`src/rtl/chess_input_conditioner.sv`:
```
// Input front end for the chess timer: synchronizes and debounces raw player
// inputs, detects presses and hands accepted moves to the control FSM.
module chess_input_conditioner #(
  parameter int N_INPUTS        = 2,
  parameter int DEBOUNCE_CYCLES = 1000000,
  parameter bit ACTIVE_LOW      = 1'b0
) (
  input  logic                                       i_clk,
  input  logic                                       i_reset,
  input  logic [N_INPUTS-1:0]                        i_raw,
  output logic [N_INPUTS-1:0]                        o_level,
  output logic [N_INPUTS-1:0]                        o_press,
  output logic                                       o_move_valid,
  output logic [((N_INPUTS > 1) ? $clog2(N_INPUTS) : 1)-1:0] o_move_id,
  input  logic                                       i_move_ack,
  output logic                                       o_conflict,
  output logic                                       o_overrun
);

  localparam int ID_W  = (N_INPUTS > 1) ? $clog2(N_INPUTS) : 1;
  localparam int CNT_W = ($clog2(DEBOUNCE_CYCLES + 1) > 0) ? $clog2(DEBOUNCE_CYCLES + 1) : 1;
  localparam logic [N_INPUTS-1:0] RELEASED = ACTIVE_LOW ? {N_INPUTS{1'b1}} : {N_INPUTS{1'b0}};
  localparam logic [CNT_W-1:0] CNT_LAST = CNT_W'(DEBOUNCE_CYCLES - 1);

  logic [N_INPUTS-1:0] sync1;
  logic [N_INPUTS-1:0] sync2;
  logic [N_INPUTS-1:0] s;
  logic [CNT_W-1:0]    cnt [N_INPUTS];

  logic            cand_valid;
  logic [ID_W-1:0] cand_id;
  logic            multi;
  logic            pending;

  always_ff @(posedge i_clk) begin
    if (i_reset) begin
      sync1 <= RELEASED;
      sync2 <= RELEASED;
    end else begin
      sync1 <= i_raw;
      sync2 <= sync1;
    end
  end

  assign s = ACTIVE_LOW ? ~sync2 : sync2;

  // Level only flips after DEBOUNCE_CYCLES consecutive differing samples.
  always_ff @(posedge i_clk) begin
    if (i_reset) begin
      o_level <= '0;
      o_press <= '0;
      for (int i = 0; i < N_INPUTS; i++) begin
        cnt[i] <= '0;
      end
    end else begin
      for (int i = 0; i < N_INPUTS; i++) begin
        o_press[i] <= 1'b0;
        if (s[i] == o_level[i]) begin
          cnt[i] <= '0;
        end else if (cnt[i] == CNT_LAST) begin
          o_level[i] <= s[i];
          o_press[i] <= s[i];
          cnt[i]     <= '0;
        end else begin
          cnt[i] <= cnt[i] + CNT_W'(1);
        end
      end
    end
  end

  // Lowest-index press wins; any additional simultaneous press is a conflict.
  always_comb begin
    cand_valid = 1'b0;
    cand_id    = '0;
    multi      = 1'b0;
    for (int i = N_INPUTS - 1; i >= 0; i--) begin
      if (o_press[i]) begin
        if (cand_valid) begin
          multi = 1'b1;
        end
        cand_valid = 1'b1;
        cand_id    = ID_W'(i);
      end
    end
  end

  assign pending = o_move_valid & ~i_move_ack;

  always_ff @(posedge i_clk) begin
    if (i_reset) begin
      o_move_valid <= 1'b0;
      o_move_id    <= '0;
      o_conflict   <= 1'b0;
      o_overrun    <= 1'b0;
    end else begin
      o_conflict <= multi;
      o_overrun  <= 1'b0;
      if (cand_valid) begin
        if (pending) begin
          o_overrun <= 1'b1;
        end else begin
          o_move_valid <= 1'b1;
          o_move_id    <= cand_id;
        end
      end else if (i_move_ack) begin
        o_move_valid <= 1'b0;
      end
    end
  end

endmodule

```
`config.mk`:
```
export PLATFORM = sky130hd
export DESIGN_NAME = chess_input_conditioner
export DESIGN_NICKNAME = d
export VERILOG_FILES = /design/src/rtl/chess_input_conditioner.sv
export SDC_FILE = /design/constraint.sdc
export NUM_CORES = 1
export LEC_CHECK = 0
export BUFFER_PORTS_ARGS = -buffer_cell sky130_fd_sc_hd__buf_2
export CAP_MARGIN = 20
export CORE_MARGIN = 3
export CORE_UTILIZATION = 61
export CTS_CLUSTER_SIZE = 8
export DETAILED_ROUTE_END_ITERATION = 12
export PLACE_DENSITY = 0.79
export SYNTH_ARGS = -nofsm -noshare
export SYNTH_HDL_FRONTEND = slang
export SYNTH_SLANG_ARGS = --single-unit
```
`constraint.sdc`:
```
create_clock -name i_clk -period 2.2 [get_ports i_clk]
set_input_delay 0.44 -clock i_clk [delete_from_list [all_inputs] [get_ports i_clk]]
set_output_delay 0.44 -clock i_clk [all_outputs]
set_load 0.01 [all_outputs]
```
==> Word-level counts from Yosys, hierarchy flattened <==
Memory sizes are Yosys's and may differ from the RTL's.
Cells that the tools add are included.
{ "totals": {"register_bits": 12, "ramBits": 40, "input_bits": 5, "out_inout_bits": 8, "elab_cells": 80, "n_memories": 1} }
{ "classes": {"addsub": 2, "n_eq_ne": 5, "n_mux": 38, "n_bitwise": 15, "n_reduce_logical": 9} }
{ "memory_table": {"columns": ["memory", "depth", "width", "read_ports", "rd_ports_with_merged_regs", "write_ports", "line", "rtl"], "rows": [
  ["cnt", 2, 20, 2, 0, 2, "28", "logic [CNT_W-1:0] cnt [N_INPUTS];"]
]} }
{ "op_table": {"columns": ["op", "count"], "rows": [
  ["$mux W20", 6],
  ["$add A20 B1 Y20 const B", 2],
  ["$eq A20 B20 Y1 const B", 2],
  ["$mux W1", 32],
  ["$not A1 Y1", 8],
  ["$reduce_and A2 Y1", 4],
  ["$or A1 B1 Y1", 6],
  ["$reduce_or A3 Y1", 2],
  ["$reduce_or A2 Y1", 2],
  ["$eq A1 B1 Y1", 2],
  ["$ne A2 B2 Y1 const B", 1],
  ["$reduce_bool A2 Y1", 1],
  ["$and A1 B1 Y1", 1]
]} }

==> Logic depth before layout (Yosys ltp) <==
{ "depth": {"word_depth": 7, "depth_mapped": 7} }

==> Worst setup path after synthesis <==
OpenSTA, ideal clock, no wires.
{ "synth_path": {"kind": "register to register", "from": "memory cnt[0][0] (netlist bit)", "to": "memory cnt[0][1] (netlist bit), data pin", "arrival_ps": 1626, "t_required_ps": 1945, "path_slack_ps": 318, "path_stages_with_launch": 7, "path_buffers": 1, "cell_sequence": "edfxtp_1 -> ha_1 -> nand4_4 -> or2_1 -> buf_6 -> or3_4 -> and3_1"} }
{ "synth_rtl": {"columns": ["item", "line"], "rows": [
  ["start: declaration", "28"]
]} }

==> results_dict.tcl <==
set metrics [dict create \
    status "completed" \
    grt_max_degree 18 \
    routedWlPerCell_um 13.1 \
    clk_latency_ps 310 \
    holdCritStartpoint "i_raw[0]" \
    tightest_slew_ps 575 \
    synth_flop_cell "edfxtp_1" \
    cts_resized 0 \
    syn_area_sq_um 2750 \
    max_stage_delay_ps 430 \
    setup_viol 0 \
    min_to "sync1[0]" \
    synth_edf_count 40 \
    wl_um 4800 \
    coreArea_sq_um 4170 \
    finalCriticalPeriod_ps 2030 \
    pwr_density_cell_nw_per_um2 594 \
    layout_commonest_cell "nor2_1" \
    cts_hold_buffers 0 \
    dr.pass1.iters 4 \
    clockBufferDepth 2 \
    min_path_type "input port to flip-flop" \
    cts_setup_buffers 0 \
    start_util_pct 65.9 \
    synth-seq-area-share_pct 52.4 \
    synth_top_area_share_pct 43.7 \
    power.leakage_uw 0.00108 \
    crit_fanout 6 \
    die_area_sq_um 5350 \
    layout.nets 323 \
    synth_seq_cells 52 \
    synthTopCellsByArea "edfxtp_1 44%, dfxtp_1 8.7%, xnor2_1 7.3%, nor2_1 5.9%, nor4_1 2.7%" \
    ir_drop_v 0.000513 \
    reg2reg_setup_slack_ps 170 \
    htree_levels 2 \
    ant_nets 0 \
    track_usage_pct 19.7 \
    grt_pass1_wl_um 8270 \
    async_flop_share_pct 0 \
    synth_top_area_cell "edfxtp_1" \
    rows 23 \
    relSlewSlack_pct 61.3 \
    r2r-end "cnt[0][1]" \
    area_growth_pct 13.7 \
    cap_violations 0 \
    hold_depth 2 \
    dp_slack_ps 223 \
    tritoncts "yes" \
    die_w_um 73.2 \
    reg2reg_depth 5 \
    numCtsBuffers 5 \
    cts_sinks 52 \
    place_congestion 0.837 \
    avgSynthCellArea_sq_um 10.5 \
    ys_types 41 \
    netlist_instances 261 \
    worst_slack_ps 166 \
    r2r_start "cnt[0][0]" \
    dp_hpwl_um 3490 \
    critical_path.startpoint_type "flip-flop" \
    ys_warn_count 0 \
    clockRootBuffer "clkbuf_8" \
    drt_iter0_drc 182 \
    final_hold_viol_count 0 \
    io_pins 13 \
    rsz0062_at_grt "false" \
    crit_arrival_ps 2110 \
    cp-end-kind "flip-flop" \
    antenna_found_initial 0 \
    drive_gt1_share_pct 12.0 \
    via_per_inst 5.40 \
    final.setup.tns_ps 0 \
    vias 1982 \
    multiInputGateArea_sq_um 1360 \
    fmax_ghz 0.492 \
    seq_area_sq_um 1440 \
    finalCritPeriodShare_pct 92.5 \
    drc 0 \
    slowest_stage "edfxtp_1" \
    crit_chain "ha_1 -> nand4_4 -> or2_1 -> or3_4 -> and3_1" \
    grt_remaining_overflow 0 \
    path_class "flip-flop to flip-flop" \
    numPortBuffers 12 \
    clkTransAtPathRegs_ps 100 \
    die_h_um 73.2 \
    fillers 289 \
    grt_pass1_vias 1807 \
    finClkSkew_ps 7.46 \
    n_antenna_cell 0 \
    layout_common_cells "43 x nor2_1, 40 x edfxtp_1, 40 x conb_1" \
    slew_viol_final 0 \
    required_ps 2270 \
]
[per-layer routing]
layer	GRT usage [%]	wire length (um)
met3	4.27	203
met4	6.35	62
met2	27.8	2010
met1	30.1	2520
met5	0	0
[worst max-delay path by stage]
stage | depth (start not counted) | end | start | slack (ps)
final | 5 | cnt[0][1] | cnt[0][0] | 170
after global routing | 5 | cnt[1][18] | cnt[1][13] | 70
after CTS | 5 | cnt[0][1] | cnt[0][0] | 180
after detailed placement | 5 | cnt[0][1] | cnt[0][0] | 220
after global placement | 5 | cnt[0][1] | cnt[0][0] | 310
after floorplan | 6 | cnt[0][1] | cnt[0][0] | 320
[worst max-delay path: cells and delay by family, from the launching register on]
kind                     cells  cell delay [ps]
AND/OR/NAND/NOR              4             1090
flip-flops                   1              430
adder cells (fa/ha/maj)      1              280
[power by group]
part	switching [uW]	total (uW)	internal, uW
combinational	48.3	86.0	37.6
sequential	46.0	1140	1090
clock	337	635	297
total	432	1860	1430
[sequential cells by signal (all words and copies together), names as in the netlist]
register,cells
o_level,2
sync1,2
s,2
o_move_valid,1
o_press,2
o_move_id,1
o_overrun,1
o_conflict,1
cnt,40
[cells by family (layout without fill, tap and decap cells)]
group | Yosys count | count (layout) | share of synthesized area [%]
adders and majority gates | 2 | 2 | 0.909
and+or+nand+nor | 134 | 134 | 27.8
buffers and inverters | 18 | 35 | 3.59
xor gates and xnor gates | 30 | 30 | 9.55
AOI/OAI and AO/OA | 24 | 24 | 5.59
DFF | 52 | 52 | 52.4
other | 1 | 40 | 0.136
[Yosys cell counts, drive strengths merged, types with 5 or more instances]
library cell and instances:
nand3 13, a21oi 9, and3 7, o21ai 6
buf 8, nand4 13, nor2b 5, inv 8
nor2 43, nor3 10, xnor2 23, nand2 11
dfxtp 12, xor2 7, edfxtp 40, nor4 13
or3 5
[metrics by stage]
step	instance area, sq um	utilization (%)	total power [uW]	hold WS (ps)	cells
finish	3130	75.0	1860	331	367
global route	3130	75.0	1910	365	367
CTS	3130	75.0	1860	329	367
detailed placement	3020	72.3	1240	429	359
global placement	3020	72.3	1240	416	359
floorplan	2900	-	1220	414	300
[area by class of cell]
| class | instances | share of cell area, % |
|---|---|---|
| clock inverter | 2 | 0.560 |
| timing repair buffer | 19 | 4.00 |
| tap | 50 | 2.00 |
| clock buffer | 6 | 3.00 |
| sequential | 52 | 46.1 |
| inverter | 8 | 0.960 |
| multi-input combinational | 230 | 43.4 |
No activity file was read; power rests on OpenSTA's default activity.
